--- src/rtl/radix4_recon_mac.sv ---
// Radix-4 sequential multiply-accumulate that rebuilds a dividend as Q*D + R
// from a divider result and checks it against the expected dividend.
module radix4_recon_mac #(
  parameter int WIDTH = 8
) (
  input  logic                 clk,
  input  logic                 resetn,
  input  logic                 start,
  input  logic [WIDTH-1:0]     Q,
  input  logic [WIDTH-1:0]     D,
  input  logic [WIDTH-1:0]     R,
  input  logic [WIDTH-1:0]     N_exp,
  output logic                 busy,
  output logic                 done,
  output logic [2*WIDTH-1:0]   P,
  output logic                 match
);

  localparam int DIGITS = WIDTH / 2;
  localparam int CNT_W  = $clog2(DIGITS + 1);
  localparam logic [CNT_W-1:0] LAST_DIGIT = CNT_W'(DIGITS - 1);

  typedef enum logic [1:0] {
    IDLE = 2'd0,
    CALC = 2'd1,
    ADD  = 2'd2
  } state_t;

  state_t state, state_next;

  logic [WIDTH-1:0]   qreg, dreg, rreg, nreg;
  logic [2*WIDTH-1:0] acc;
  logic [CNT_W-1:0]   cnt;
  logic [WIDTH+1:0]   pp;
  logic [2*WIDTH-1:0] sum;

  // Radix-4 digit times divisor; 3D is formed as D + 2D, no multiplier needed.
  function automatic logic [WIDTH+1:0] digit_pp(input logic [1:0] digit,
                                                input logic [WIDTH-1:0] d);
    logic [WIDTH+1:0] d1, d2;
    d1 = {2'b00, d};
    d2 = {1'b0, d, 1'b0};
    case (digit)
      2'd0:    digit_pp = '0;
      2'd1:    digit_pp = d1;
      2'd2:    digit_pp = d2;
      default: digit_pp = d1 + d2;
    endcase
  endfunction

  assign pp  = digit_pp(qreg[WIDTH-1 -: 2], dreg);
  assign sum = acc + (2*WIDTH)'(rreg);

  always_ff @(posedge clk or negedge resetn) begin
    if (!resetn) state <= IDLE;
    else         state <= state_next;
  end

  always_comb begin
    state_next = IDLE;
    case (state)
      IDLE:    state_next = start ? CALC : IDLE;
      CALC:    state_next = (cnt == LAST_DIGIT) ? ADD : CALC;
      ADD:     state_next = IDLE;
      default: state_next = IDLE;
    endcase
  end

  always_ff @(posedge clk or negedge resetn) begin
    if (!resetn) begin
      qreg  <= '0;
      dreg  <= '0;
      rreg  <= '0;
      nreg  <= '0;
      acc   <= '0;
      cnt   <= '0;
      P     <= '0;
      match <= 1'b0;
      done  <= 1'b0;
      busy  <= 1'b0;
    end else begin
      done <= 1'b0;
      case (state)
        IDLE: begin
          if (start) begin
            qreg <= Q;
            dreg <= D;
            rreg <= R;
            nreg <= N_exp;
            acc  <= '0;
            cnt  <= '0;
            busy <= 1'b1;
          end
        end
        // Digit stage: shift accumulator one radix-4 position, add digit*D.
        CALC: begin
          acc  <= (acc << 2) + (2*WIDTH)'(pp);
          qreg <= qreg << 2;
          cnt  <= cnt + CNT_W'(1);
        end
        // Result stage: fold in remainder and compare with expected dividend.
        ADD: begin
          P     <= sum;
          match <= (sum == (2*WIDTH)'(nreg));
          done  <= 1'b1;
          busy  <= 1'b0;
        end
        default: busy <= 1'b0;
      endcase
    end
  end

endmodule

--- config.mk ---
export PLATFORM = sky130hd
export DESIGN_NAME = radix4_recon_mac
export DESIGN_NICKNAME = d
export VERILOG_FILES = /design/src/rtl/radix4_recon_mac.sv
export SDC_FILE = /design/constraint.sdc
export NUM_CORES = 1
export LEC_CHECK = 0
export ABC_AREA = 1
export BUFFER_PORTS_ARGS = -buffer_cell sky130_fd_sc_hd__buf_2
export CORE_UTILIZATION = 55
export CTS_BUF_LIST = sky130_fd_sc_hd__clkbuf_4
export DETAILED_ROUTE_END_ITERATION = 8
export PLACE_DENSITY = 0.76
export SLEW_MARGIN = 20
export SYNTH_ARGS = -nofsm -noshare
export SYNTH_HDL_FRONTEND = slang
export SYNTH_SLANG_ARGS = --single-unit
--- constraint.sdc ---
create_clock -name clk -period 5.81 [get_ports clk]
set_input_delay 0.581 -clock clk [delete_from_list [all_inputs] [get_ports clk]]
set_output_delay 0.581 -clock clk [all_outputs]
set_load 0.03 [all_outputs]
; ---- Word level (Yosys, flattened, before mapping)
; Cells that the tools add are included.
[word_totals]
reg_bits = 72
input_bits = 35
out_inout_bits = 19
wordCells = 42
[classes]
add_sub_neg = 4
n_eq_ne = 7
n_mux = 13
n_bitwise = 1
reduce_logical = 6
[op_table]
columns = cell, count
row1 = 16-bit case mux with 2 select lines, 1
row2 = 10-bit case mux with 3 select lines, 1
row3 = 16-bit by 10-bit adder with 16-bit output, 1
row4 = 16-bit by 8-bit adder with 16-bit output, 1
row5 = 16-bit by 8-bit equality test with 1-bit output, 1
row6 = 16-bit 2-to-1 mux, 1
row7 = 8-bit case mux with 2 select lines, 1
row8 = 8-bit by 9-bit adder with 10-bit output, 1
row9 = 8-bit 2-to-1 mux, 1
row10 = 3-bit case mux with 2 select lines, 1
row11 = 2-bit AND reduction, 3
row12 = "2-bit by 1-bit equality test with 1-bit output, second input constant", 2
row13 = "2-bit equality test, second input constant", 2
row14 = 2-bit zero test, 2
row15 = 2-bit case mux with 2 select lines, 1
row16 = "3-bit by 1-bit adder with 3-bit output, second input constant", 1
row17 = "3-bit by 2-bit equality test with 1-bit output, second input constant", 1
row18 = 1-bit 2-to-1 mux, 3
row19 = 3-bit 2-to-1 mux, 1
row20 = 2-bit 2-to-1 mux, 1
row21 = "2-bit != test, second input constant", 1
row22 = 1-bit case mux with 2 select lines, 1
row23 = 2-bit nonzero test, 1
row24 = 1-bit inverter, 1

; ---- Logic depth before layout (Yosys ltp)
; Gate-level depths: netlist (run 1).
[logic_depth]
ltp_word = 4
mapped_depth = 21
depth_no_buf = 21

; ---- Worst setup path before layout (run 1)
; Ideal clock, no wire load.
[synth_path]
path_type = register to register
start = register dreg[1]
end = register acc[8]
setup_ns = 0.127
t_arrival_ns = 2.740
required_ns = 5.683
path_slack_ns = 2.943
path_stages_with_launch = 16
path_buffers = 0
synth_period_minus_slack_ns = 2.867
path_cell_list = dfrtp_1 -> ha_1 -> inv_1 -> fa_1 -> a221oi_1 -> ha_1 -> inv_1 -> fa_1 -> nor2_1 -> nor2_1 -> nor2_1 -> nor2_1 -> nor2_1 -> o21ai_0 -> a21oi_1 -> o22ai_1
[synth_between]
elab_chain_cells = 4
[synth_rtl]
columns = item, line
row1 = from (decl), 31  ; logic [WIDTH-1:0] qreg, dreg, rreg, nreg;
row2 = from (signal assigned), 72  ; dreg <= '0;
row3 = from (signal assigned), 87  ; dreg <= D;
row4 = 8-bit by 9-bit adder with 10-bit output, 47  ; default: digit_pp = d1 + d2;
row5 = 10-bit case mux with 3 select lines (*), 43  ; case (digit)
row6 = 16-bit by 10-bit adder with 16-bit output (*), 97  ; acc <= (acc << 2) + (2*WIDTH)'(pp);
row7 = 16-bit case mux with 2 select lines (*), 83  ; case (state)
row8 = to (signal assigned), 97
row9 = to (decl), 32  ; logic [2*WIDTH-1:0] acc;
; Every way passes the cells marked *; elsewhere a longest branch is shown, timed or not.
; A chain may end at the register's enable or synchronous reset.

; ---- Worst setup path after layout (run 1)
[layout_path]
start = register dreg[1]
end = register acc[13]
; The elaborated chain is that of the path after synthesis.

==> impl_metrics.sql, run 1 <==
INSERT INTO impl_metrics (metric_group, metric, value, unit) VALUES
('outcome', 'result_of_the_run', 'complete, no violations', ''),
('layout', 'postLayoutCellArea', '5030', 'sq um'),
('drt', 'drt_first_iter_violations', '264', ''),
('yosys', 'asyncSetResetFlopFracSynth', '100', '%'),
('timing', 'timing.final.crit_period', '3.29', 'ns'),
('setup_path', 'timing.critical_path.arrival', '3.61', 'ns'),
('yosys', 'synthesis.instances', '604', ''),
('cts', 'tritoncts.num_buffers', '9', ''),
('cts', 'cts_num_sinks', '72', ''),
('setup_path', 'worstPathRequired', '6.13', 'ns'),
('cts', 'postCtsHoldBufs', '0', ''),
('global_route', 'antenna_found_initial', '0', ''),
('cts', 'ctsHtreeMaxLevel', '3', ''),
('yosys', 'synth.largest_area_cell', 'dfrtp_1', ''),
('power_and_ir_drop', 'ir_drop', '0.000255', 'V'),
('timing', 'post-route-worst-setup-slack', '2.52', 'ns'),
('yosys', 'synth.cell_area', '4530', 'sq um'),
('floorplanning', 'core.rowCount', '32', ''),
('layout', 'final_net_count', '723', ''),
('placed_design', 'numPortBuffers', '53', ''),
('yosys', 'synth.cells.most_frequent', 'nand2_1 (194), dfrtp_1 (72), inv_1 (63)', ''),
('global_route', 'grt_pass1_vias', '3926', ''),
('placed_design', 'cell_area_after_placement', '4890', 'sq um'),
('cts', 'post-cts-setup-buffers', '0', ''),
('yosys', 'synth-edff-count', '0', ''),
('placed_design', 'gp_congestion', '0.970', ''),
('yosys', 'postSynthRegisterBits', '72', ''),
('global_route', 'grt_start_max_net_pins', '73', ''),
('drt', 'via_per_inst', '5.39', ''),
('drt', 'drt.antenna.violating_nets', '0', ''),
('drt', 'vias', '4123', ''),
('yosys', 'syn-num-nets', '669', ''),
('setup_path', 'path_class', 'reg2reg', ''),
('layout', 'final.fill_count', '736', ''),
('setup_path', 'timing.critical_path.slowest_cell_delay', '0.42', 'ns'),
('timing', 'worst_pin_slew', '0.886', 'ns'),
('floorplanning', 'design.die.area', '8600', 'sq um'),
('power_and_ir_drop', 'power.density_cell_area', '587', 'nW/um^2'),
('setup_path', 'endpoint_kind', 'flop', ''),
('drt', 'route.detailed.wl_per_inst', '13.4', 'um'),
('setup_path', 'worst-path-max-fanout', '5', ''),
('layout', 'drive_above_1_share', '16.4', '%'),
('timing', 'report.final.hold_viol_count', '0', ''),
('placed_design', 'numPlacedInstances', '749', ''),
('cts', 'cts_tree', 'built', ''),
('yosys', 'synth_mux_area_share', '0', '%'),
('timing', 'maxClockFrequency', '0.304', 'GHz'),
('yosys', 'dominantRegCellSynth', 'dfrtp_1', ''),
('floorplanning', 'dieWidth', '92.7', 'um'),
('cts', 'clk_latency', '0.43', 'ns'),
('timing', 'grt_setup_unrepaired', 'false', ''),
('floorplanning', 'die_height', '92.7', 'um'),
('yosys', 'ys_seq_area_share', '39.8', '%'),
('layout', 'area_delta_synth_final', '11.0', '%'),
('layout', 'layoutNonFillerInstCount', '765', ''),
('drt', 'remaining_drc_errors', '0', ''),
('yosys', 'synth-adder-area-share', '8.78', '%'),
('cts', 'cts_root_buffer', 'clkbuf_4', ''),
('job', 'maxCapViolCount', '0', ''),
('cts', 'cts_resized', '0', ''),
('placed_design', 'dp_slack', '2.55', 'ns'),
('layout', 'antenna_cells_inserted', '0', ''),
('cts', 'clk_pin_slew', '0.13', 'ns'),
('timing', 'worst_slew_margin_rel', '40.9', '%'),
('global_route', 'grt_first_pass_wirelength', '17.7', 'mm'),
('timing', 'final-max-slew-violation-count', '0', ''),
('floorplanning', 'start_util', '57.7', '%'),
('yosys', 'synth_xor_xnor_area_share', '1.55', '%'),
('yosys', 'synth_top_family_by_area', 'simple AND/OR/NAND/NOR gates', ''),
('global_route', 'grt.total_usage', '26.4', '%'),
('layout', 'finalCoreUtilization', '64.1', '%');
cell type report:
cell class	instances	area [sq um]	area share, %
clock buffers	11	82.6	1.64
flip-flops and latches	72	1800	35.8
inverters	73	274	5.45
multi-input cells	447	2400	47.8
well taps	102	128	2.54
repair buffers	55	280	5.57
clock inverters	5	57.6	1.14
metal layers:
metal	part of all wire [%]	wire length (um)	GRT usage (%)
met1	44	4530	33.5
met2	49	4990	45.7
met3	5.0	518	3.94
met4	2.2	229	9.49
met5	0	0	0
sequential cells by signal, summed over array words and instances (netlist names):
| signal | count |
|---|---|
| cnt | 3 |
| qreg | 8 |
| done | 1 |
| state | 2 |
| rreg | 8 |
| nreg | 8 |
| busy | 1 |
| match | 1 |
| P | 16 |
| acc | 16 |
| dreg | 8 |
power by group:
part | total [uW] | switching (uW) | leakage, uW | internal [uW]
sequential | 912 | 190 | 0.000905 | 721
combinational | 1710 | 1110 | 0.00169 | 603
clock | 327 | 186 | 0.0000707 | 140
worst max-delay path: cells and delay by family (launching register included):
kind            cells  cell delay (ns)
xor+xnor            1             0.14
fa+ha+maj           3             0.79
simple gates        5             0.43
buf+inv             2             0.12
compound gates      8             1.29
flops               1             0.42
final timing paths:
check | cells after the start | endpoint | slack, ns | startpoint
worst min register to register | 2 | qreg[0]$_DFFE_PN0P_ | 0.49 | qreg[0]$_DFFE_PN0P_
worst max register to register | 19 | acc[13]$_DFFE_PN0P_ | 2.52 | dreg[1]$_DFFE_PN0P_
max in group asynchronous | 2 | dreg[2]$_DFFE_PN0P_ | 4.88 | resetn
worst max-delay path | 19 | acc[13]$_DFFE_PN0P_ | 2.52 | dreg[1]$_DFFE_PN0P_
min in group clk | 3 | nreg[2]$_DFFE_PN0P_ | 0.34 | N_exp[2]
worst min-delay path | 2 | P[0]$_DFFE_PN0P_ | 0.34 | resetn
layout by cell type, fill, tap and decap left out, types with 2 or more instances in the layout:
cell        instances
o211ai_1            2
o21ai_1             2
buf_2              53
buf_4               2
ha_1               27
a22o_1              2
clkinvlp_4          2
dfrtp_1            72
nor2_1             42
o22ai_1             5
xor2_1              5
nand4_1             4
nor2_2              6
nand3_1            43
o21ai_0            34
clkinv_1            4
clkbuf_4           11
xnor2_1             3
nand2_1           194
nand3_2             6
a21oi_2             2
a21oi_1            22
a221oi_1            4
nand2_2            13
fa_1                3
a31oi_1             9
inv_2               7
a22oi_1             7
inv_1              63
stage by stage:
step	hold WS [ns]	power (uW)
6_report	0.338	2950
5_1_grt	0.326	3250
4_1_cts	0.320	2960
3_5_place_dp	0.465	2630
3_3_place_gp	0.458	2570
2_1_floorplan	0.285	2210
logic make-up (layout without fill, tap and decap cells):
| group | count (synthesis) | after routing |
|---|---|---|
| AND/OR/NAND/NOR | 313 | 313 |
| buffers and inverters | 85 | 144 |
| adder cells (fa/ha/maj) | 30 | 30 |
| AO/OA/AOI/OAI | 96 | 96 |
| XOR/XNOR | 8 | 8 |
| flip-flops | 72 | 72 |
No activity file was read; power rests on OpenSTA's default activity.
==> run 2, diff against run 1 <==
clock period = 3.4 ns   (was 5.81 ns; I/O delays follow)
==> run 2 against run 1 <==
  * Via count up 0.24%
  * Final cell count up 0.78%
  * Core utilization up 0.73 points
  * Die area unchanged
  * Sequential share of layout area down 0.41 points
  * Power up 71%
  * Critical path depth down 3
  * Wire length up 0.57%
  * Non-clock buffer count up 6
  * Sequential power up 71%
  * First-iteration DRC count down 33%
==> impl_metrics.sql, run 2 (synthesized netlist as in run 1, its figures left out) <==
INSERT INTO impl_metrics (metric_group, metric, value, unit) VALUES
('timing', 'layout_worst_path_cycle_share', '92.5', '%'),
('min_path', 'worst_hold_path.endpoint', 'nreg[1]$_DFFE_PN0P_', ''),
('drt', 'drt.antenna.violating_nets', '0', ''),
('min_path', 'min_from', 'N_exp[1]', ''),
('global_route', 'grt_start_max_net_pins', '49', ''),
('cts', 'cts_root_buffer', 'clkbuf_4', ''),
('timing', 'report.final.hold_viol_count', '0', ''),
('global_route', 'antenna_found_initial', '0', ''),
('floorplanning', 'ioPinCount', '54', ''),
('drt', 'via_per_inst', '5.36', ''),
('setup_path', 'setup.worst_path.start_class', 'flop', ''),
('min_path', 'holdPathStages', '3', ''),
('setup_path', 'crit_chain', 'ha_1 -> inv_1 -> fa_1 -> a221oi_2 -> ha_2 -> inv_1 -> fa_1 -> nor2_1 -> nor2_1 -> nor2_1 -> nor2_1 -> o21bai_4 -> nand2_1 -> a21oi_1 -> o21ai_1 -> o21ai_0', ''),
('timing', 'maxClockFrequency', '0.318', 'GHz'),
('drt', 'drt_wl_total', '10.3', 'mm'),
('global_route', 'gr-total-overflow', '0', ''),
('timing', 'timing.setup.tns', '0', 'ns'),
('cts', 'clock_path_buffers', '2', ''),
('placed_design', 'hpwlAfterDp', '7.77', 'mm'),
('setup_path', 'worst-path-max-fanout', '4', ''),
('setup_path', 'r2r_start', 'dreg[0]$_DFFE_PN0P_', ''),
('floorplanning', 'die_height', '92.7', 'um'),
('setup_path', 'worst_r2r_endpoint', 'acc[12]$_DFFE_PN0P_', ''),
('layout', 'final_net_count', '729', ''),
('min_path', 'hold_wc_path_type', 'in2reg', ''),
('cts', 'tritoncts.num_buffers', '9', ''),
('placed_design', 'dp_slack', '0.132', 'ns'),
('floorplanning', 'start_util', '57.7', '%'),
('setup_path', 'rrSetupSlack', '0.26', 'ns'),
('timing', 'post-route-worst-setup-slack', '0.255', 'ns'),
('drt', 'route.detailed.wl_per_inst', '13.4', 'um'),
('setup_path', 'crit_path_frequent_cell', 'nor2_1', ''),
('setup_path', 'timing.reg2reg.worst_path_depth', '16', ''),
('global_route', 'grt_first_pass_wirelength', '18.0', 'mm'),
('layout', 'layout.cells.most_common', 'nand2_1', ''),
('timing', 'final-max-slew-violation-count', '0', ''),
('setup_path', 'timing.critical_path.arrival', '3.50', 'ns'),
('setup_path', 'timing.critical_path.slowest_stage_cell', 'dfrtp_1', ''),
('drt', 'firstDrtPassIters', '5', ''),
('global_route', 'grt_pass1_vias', '4129', ''),
('layout', 'layout.cells.most_common_list', 'nand2_1 (194), dfrtp_1 (72), inv_1 (63), buf_2 (53), nand3_1 (43)', ''),
('placed_design', 'gp_congestion', '0.997', ''),
('timing', 'timing.final.crit_period', '3.14', 'ns'),
('placed_design', 'numPortBuffers', '53', ''),
('timing', 'worst_pin_slew', '0.767', 'ns'),
('layout', 'multiInputGateArea', '2450', 'sq um'),
('timing', 'worst_slew_margin_rel', '48.8', '%'),
('drt', 'drt_first_iter_violations', '178', ''),
('power_and_ir_drop', 'power.density_cell_area', '990', 'nW/um^2'),
('cts', 'cts_tree', 'built', ''),
('global_route', 'grt.total_usage', '26.8', '%'),
('outcome', 'result_of_the_run', 'complete, no violations', ''),
('cts', 'clk_latency', '0.43', 'ns'),
('setup_path', 'timing.critical_path.slowest_cell_delay', '0.43', 'ns'),
('setup_path', 'cp-startpoint', 'dreg[0]$_DFFE_PN0P_', ''),
('layout', 'final.fill_count', '731', ''),
('drt', 'vias', '4133', ''),
('layout', 'area_delta_synth_final', '12.3', '%'),
('floorplanning', 'fp.coreArea', '7850', 'sq um'),
('setup_path', 'path_class', 'reg2reg', ''),
('timing', 'timing.clock.skew', '0.0165', 'ns'),
('floorplanning', 'design.die.area', '8600', 'sq um'),
('power_and_ir_drop', 'leakage_power_of_the_design', '0.00267', 'uW'),
('floorplanning', 'dieWidth', '92.7', 'um'),
('drt', 'remaining_drc_errors', '0', ''),
('cts', 'ctsHtreeMaxLevel', '3', ''),
('layout', 'drive_above_1_share', '17.9', '%'),
('layout', 'largest_registers', 'P x16, acc x16', ''),
('power_and_ir_drop', 'ir_drop', '0.000457', 'V'),
('layout', 'regArea', '1800', 'sq um'),
('setup_path', 'worstPathRequired', '3.75', 'ns'),
('layout', 'antenna_cells_inserted', '0', ''),
('cts', 'cts_num_sinks', '72', ''),
('timing', 'setup_viol_count_final', '0', ''),
('floorplanning', 'core.rowCount', '32', ''),
('setup_path', 'endpoint_kind', 'flop', ''),
('timing', 'grt_setup_unrepaired', 'true', ''),
('job', 'maxCapViolCount', '0', ''),
('cts', 'clk_pin_slew', '0.13', 'ns');
run 2: repair_timing:
item	4_1_cts	5_1_grt
hold buffers	1	0
endpoints found under the setup margin	0	7
hold endpoints to repair	24	0
buffers inserted	0	4
resized for setup	0	13
run 2: how the worst max path moves through the flow:
stage | endpoint | slack, ns | cells past startpoint
2_1_floorplan | acc[8]$_DFFE_PN0P_ | 0.53 | 15
3_3_place_gp | acc[13]$_DFFE_PN0P_ | 0.28 | 19
3_5_place_dp | acc[13]$_DFFE_PN0P_ | 0.13 | 19
4_1_cts | acc[13]$_DFFE_PN0P_ | 0.1 | 19
5_1_grt | acc[15]$_DFFE_PN0P_ | -0.02 | 19
6_report | acc[12]$_DFFE_PN0P_ | 0.26 | 16
run 2: report_power, final:
| part | internal, uW | switching [uW] |
|---|---|---|
| Sequential | 1230 | 324 |
| Clock | 141 | 319 |
| Combinational | 1080 | 1940 |
run 2: layout make-up:
| class | instances | area share, % |
|---|---|---|
| clock buffers | 9 | 1.33 |
| clock inverters | 7 | 0.763 |
| inverters | 73 | 5.39 |
| multi-input cells | 447 | 48.1 |
| flip-flops and latches | 72 | 35.4 |
| well taps | 102 | 2.51 |
| repair buffers | 61 | 6.45 |
run 2: per-stage QoR:
| step | total power, uW | std cells | hold WS [ns] | utilization (%) | instance area [sq um] |
|---|---|---|---|---|---|
| after floorplan | 3780 | 604 | 0.0444 | - | 4530 |
| after global placement | 4400 | 750 | 0.340 | 62.4 | 4900 |
| after detailed placement | 4480 | 750 | 0.352 | 62.4 | 4900 |
| after CTS | 4950 | 767 | 0.0813 | 63.9 | 5010 |
| after global routing | 5560 | 771 | 0.0745 | 64.8 | 5090 |
| final | 5040 | 771 | 0.0966 | 64.8 | 5090 |
run 2: routing by layer:
layer  track usage, %  wire length, um  vias up
met4             13.8              344        0
met2             46.6             4910      118
met3             4.43              396       32
met1             31.8             4680     1888
met5                0                0        -
li1                 -                -     2095
run 2: worst max-delay path: cells and delay by family, from the launching register on:
kind,cells,cell delay [ns]
flops,1,0.43
compound gates,5,0.72
simple gates,5,0.51
fa+ha+maj,4,1.28
buf+inv,2,0.12
==> run 3, diff against run 2 <==
clock period = 3.14 ns   (was 3.4 ns; I/O delays follow)
==> run 3 against run 2 <==
  * The flow now finishes with violations (hold timing)
  * Non-clock buffer count is 7 higher
  * Final cell count is 0.91% higher
  * Worst setup slack worse by 0.18 ns
  * Final area is 2.7% higher
  * Global-route usage is 0.10 points higher
  * Die area stayed put
  * Sequential power is 8% higher
==> impl_metrics.sql, run 3 (synthesized netlist as in run 1, its figures left out) <==
INSERT INTO impl_metrics (metric_group, metric, value, unit) VALUES
('drt', 'drt_wl_total', '10.8', 'mm'),
('layout', 'regArea', '1800', 'sq um'),
('drt', 'vias', '4130', ''),
('cts', 'clk_latency', '0.43', 'ns'),
('power_and_ir_drop', 'ir_drop', '0.000520', 'V'),
('setup_path', 'timing.critical_path.slowest_cell_delay', '0.42', 'ns'),
('timing', 'worst_slew_margin_rel', '38.4', '%'),
('placed_design', 'dp_slack', '-0.0386', 'ns'),
('setup_path', 'setup.worst_path.start_class', 'flop', ''),
('layout', 'area_delta_synth_final', '15.3', '%'),
('outcome', 'result_of_the_run', 'finished, violations left', ''),
('layout', 'antenna_cells_inserted', '0', ''),
('setup_path', 'worst-path-max-fanout', '3', ''),
('global_route', 'gr-total-overflow', '0', ''),
('setup_path', 'endpoint_kind', 'flop', ''),
('setup_path', 'timing.critical_path.arrival', '3.39', 'ns'),
('global_route', 'grt_start_max_net_pins', '41', ''),
('drt', 'route.detailed.wl_per_inst', '13.9', 'um'),
('setup_path', 'critical_path_buf_inv_count', '3', ''),
('timing', 'maxClockFrequency', '0.327', 'GHz'),
('layout', 'largest_registers', 'P x16, acc x16', ''),
('setup_path', 'crit_chain', 'ha_2 -> inv_2 -> fa_2 -> a221oi_2 -> ha_2 -> inv_2 -> fa_2 -> nor2_2 -> nor2_1 -> nor2_1 -> nor2_2 -> o21bai_4 -> buf_4 -> nand3_1 -> nand2_1 -> o22ai_1', ''),
('drt', 'drt_first_iter_violations', '194', ''),
('layout', 'multiInputGateArea', '2500', 'sq um'),
('floorplanning', 'start_util', '57.7', '%'),
('setup_path', 'critical_path_depth', '16', ''),
('timing', 'final-max-slew-violation-count', '0', ''),
('setup_path', 'timing.reg2reg.worst_path_depth', '16', ''),
('timing', 'post-route-worst-setup-slack', '0.0801', 'ns'),
('timing', 'whs', '-0.00638', 'ns'),
('timing', 'worst_pin_slew', '0.924', 'ns'),
('layout', 'layout.cells.most_common', 'nand2_1', ''),
('floorplanning', 'design.die.area', '8600', 'sq um'),
('cts', 'ctsHtreeMaxLevel', '3', ''),
('setup_path', 'worstPathRequired', '3.47', 'ns'),
('placed_design', 'numPlacedInstances', '758', ''),
('outcome', 'violations_in_the_final_reports', 'hold timing', ''),
('cts', 'cts_root_buffer', 'clkbuf_4', ''),
('timing', 'timing.clock.skew', '0.0124', 'ns'),
('floorplanning', 'ioPinCount', '54', ''),
('cts', 'tritoncts.num_buffers', '9', ''),
('layout', 'layoutNonFillerInstCount', '778', ''),
('setup_path', 'timing.critical_path.slowest_stage_cell', 'dfrtp_1', ''),
('setup_path', 'cp-startpoint', 'dreg[1]$_DFFE_PN0P_', ''),
('global_route', 'antenna_found_initial', '0', ''),
('floorplanning', 'fp.coreArea', '7850', 'sq um'),
('floorplanning', 'dieWidth', '92.7', 'um'),
('drt', 'remaining_drc_errors', '0', ''),
('cts', 'cts_tree', 'built', ''),
('drt', 'via_per_inst', '5.31', ''),
('global_route', 'grt.met3_usage', '3.45', '%'),
('timing', 'report.final.hold_viol_count', '4', ''),
('setup_path', 'r2r_start', 'dreg[1]$_DFFE_PN0P_', ''),
('drt', 'firstDrtPassIters', '4', ''),
('setup_path', 'worst_r2r_endpoint', 'acc[14]$_DFFE_PN0P_', ''),
('floorplanning', 'die_height', '92.7', 'um'),
('layout', 'final.fill_count', '727', ''),
('power_and_ir_drop', 'leakage_power_of_the_design', '0.00273', 'uW'),
('placed_design', 'hpwlAfterDp', '8.10', 'mm'),
('setup_path', 'cp_top_family', 'adder cells', ''),
('setup_path', 'rrSetupSlack', '0.08', 'ns'),
('layout', 'drive_above_1_share', '22.0', '%'),
('timing', 'setup_viol_count_final', '0', ''),
('cts', 'clock_path_buffers', '2', ''),
('timing', 'grt_setup_unrepaired', 'true', ''),
('floorplanning', 'core.rowCount', '32', ''),
('drt', 'drt.antenna.violating_nets', '0', ''),
('global_route', 'grt_pass1_vias', '4024', ''),
('timing', 'timing.final.crit_period', '3.06', 'ns'),
('global_route', 'grt.busiest_layer', 'met2', ''),
('timing', 'layout_worst_path_cycle_share', '97.4', '%'),
('layout', 'final_net_count', '736', ''),
('placed_design', 'gp_congestion', '0.970', ''),
('power_and_ir_drop', 'power.density_cell_area', '1110', 'nW/um^2'),
('layout', 'layout.cells.most_common_list', 'nand2_1 (193), dfrtp_1 (71), inv_1 (60), buf_2 (53), nand3_1 (43)', ''),
('cts', 'clk_pin_slew', '0.13', 'ns'),
('global_route', 'globalRouteMet2Util', '48.3', '%'),
('setup_path', 'path_class', 'reg2reg', ''),
('job', 'maxCapViolCount', '0', ''),
('global_route', 'use_met1', '31.6', '%'),
('global_route', 'grt_first_pass_wirelength', '18.0', 'mm'),
('placed_design', 'numPortBuffers', '53', ''),
('setup_path', 'worst_setup_path_endpoint', 'acc[14]$_DFFE_PN0P_', ''),
('min_path', 'hold_wc_path_type', 'in2async', ''),
('global_route', 'grt.total_usage', '26.9', '%'),
('cts', 'cts_num_sinks', '72', '');
## run 3: cell types whose count changed in the layout (fill, tap and decap cells not counted), sizes merged
cell,before,now
dlygate4sd3,1,0
buf,60,68
inv,70,71
clkinvlp,3,2
bufinv,0,1
clkinv,7,6
## run 3: layout make-up
cell class                 count  share of cell area [%]
inverter                      73                    5.25
multi-input combinational    447                    47.9
clock buffer                   9                    1.29
sequential                    72                    34.5
timing repair buffer          68                    7.24
clock inverter                 7                    1.37
tap                          102                    2.44
## run 3: per-layer routing
metal	part of all wire, %	vias to the layer above
met2	50	88
met4	2.7	0
met3	3.8	24
met1	44	1919
met5	0	-
li1	-	2099
## run 3: through the flow
step / util (%) / TNS (ns) / instance area (sq um) / power, uW / hold slack (ns)
3_5_place_dp: 63.2 / -0.0919 / 4960 / 4950 / 0.462
6_report: 66.5 / 0 / 5220 / 5780 / -0.00638
3_3_place_gp: 63.2 / 0 / 4960 / 4830 / 0.457
2_1_floorplan: - / 0 / 4530 / 4100 / 0.0184
4_1_cts: 65.0 / 0 / 5100 / 5580 / 0.0158
5_1_grt: 66.5 / -0.429 / 5220 / 6300 / 0.0624
## run 3: what timing repair did
item	in CTS	in global routing
setup buffers	0	4
hold buffers	0	0
setup endpoints to repair	4	9
pin swaps	1	19
cloned	0	0
gates resized for setup	2	32
## run 3: worst register-to-register path, cell delays in order, from the launching register on
cell,delay [ns]
dfrtp_1,0.42
ha_2,0.20
inv_2,0.05
fa_2,0.42
a221oi_2,0.28
ha_2,0.24
inv_2,0.05
fa_2,0.40
nor2_2,0.09
nor2_1,0.04
nor2_1,0.17
nor2_2,0.09
o21bai_4,0.18
buf_4,0.14
nand3_1,0.05
nand2_1,0.07
o22ai_1,0.06
## run 3: worst min-delay path by stage
| stage | from | endpoint | slack, ns | cells after the start |
|---|---|---|---|---|
| 5_1_grt | N_exp[2] | nreg[2]$_DFFE_PN0P_ | 0.06 | 3 |
| 4_1_cts | resetn | nreg[2]$_DFFE_PN0P_ | 0.02 | 1 |
| 3_5_place_dp | P[1]$_DFFE_PN0P_ | P[1]$_DFFE_PN0P_ | 0.46 | 2 |
| 3_3_place_gp | qreg[0]$_DFFE_PN0P_ | qreg[0]$_DFFE_PN0P_ | 0.46 | 2 |
| 2_1_floorplan | resetn | P[0]$_DFFE_PN0P_ | 0.02 | 0 |
| 6_report | resetn | nreg[3]$_DFFE_PN0P_ | -0.006 | 1 |
## run 3: power by group
group / internal (uW) / total, uW / switching [uW]
Clock: 242 / 613 / 370
Combinational: 1280 / 3480 / 2200
Sequential: 1340 / 1680 / 346
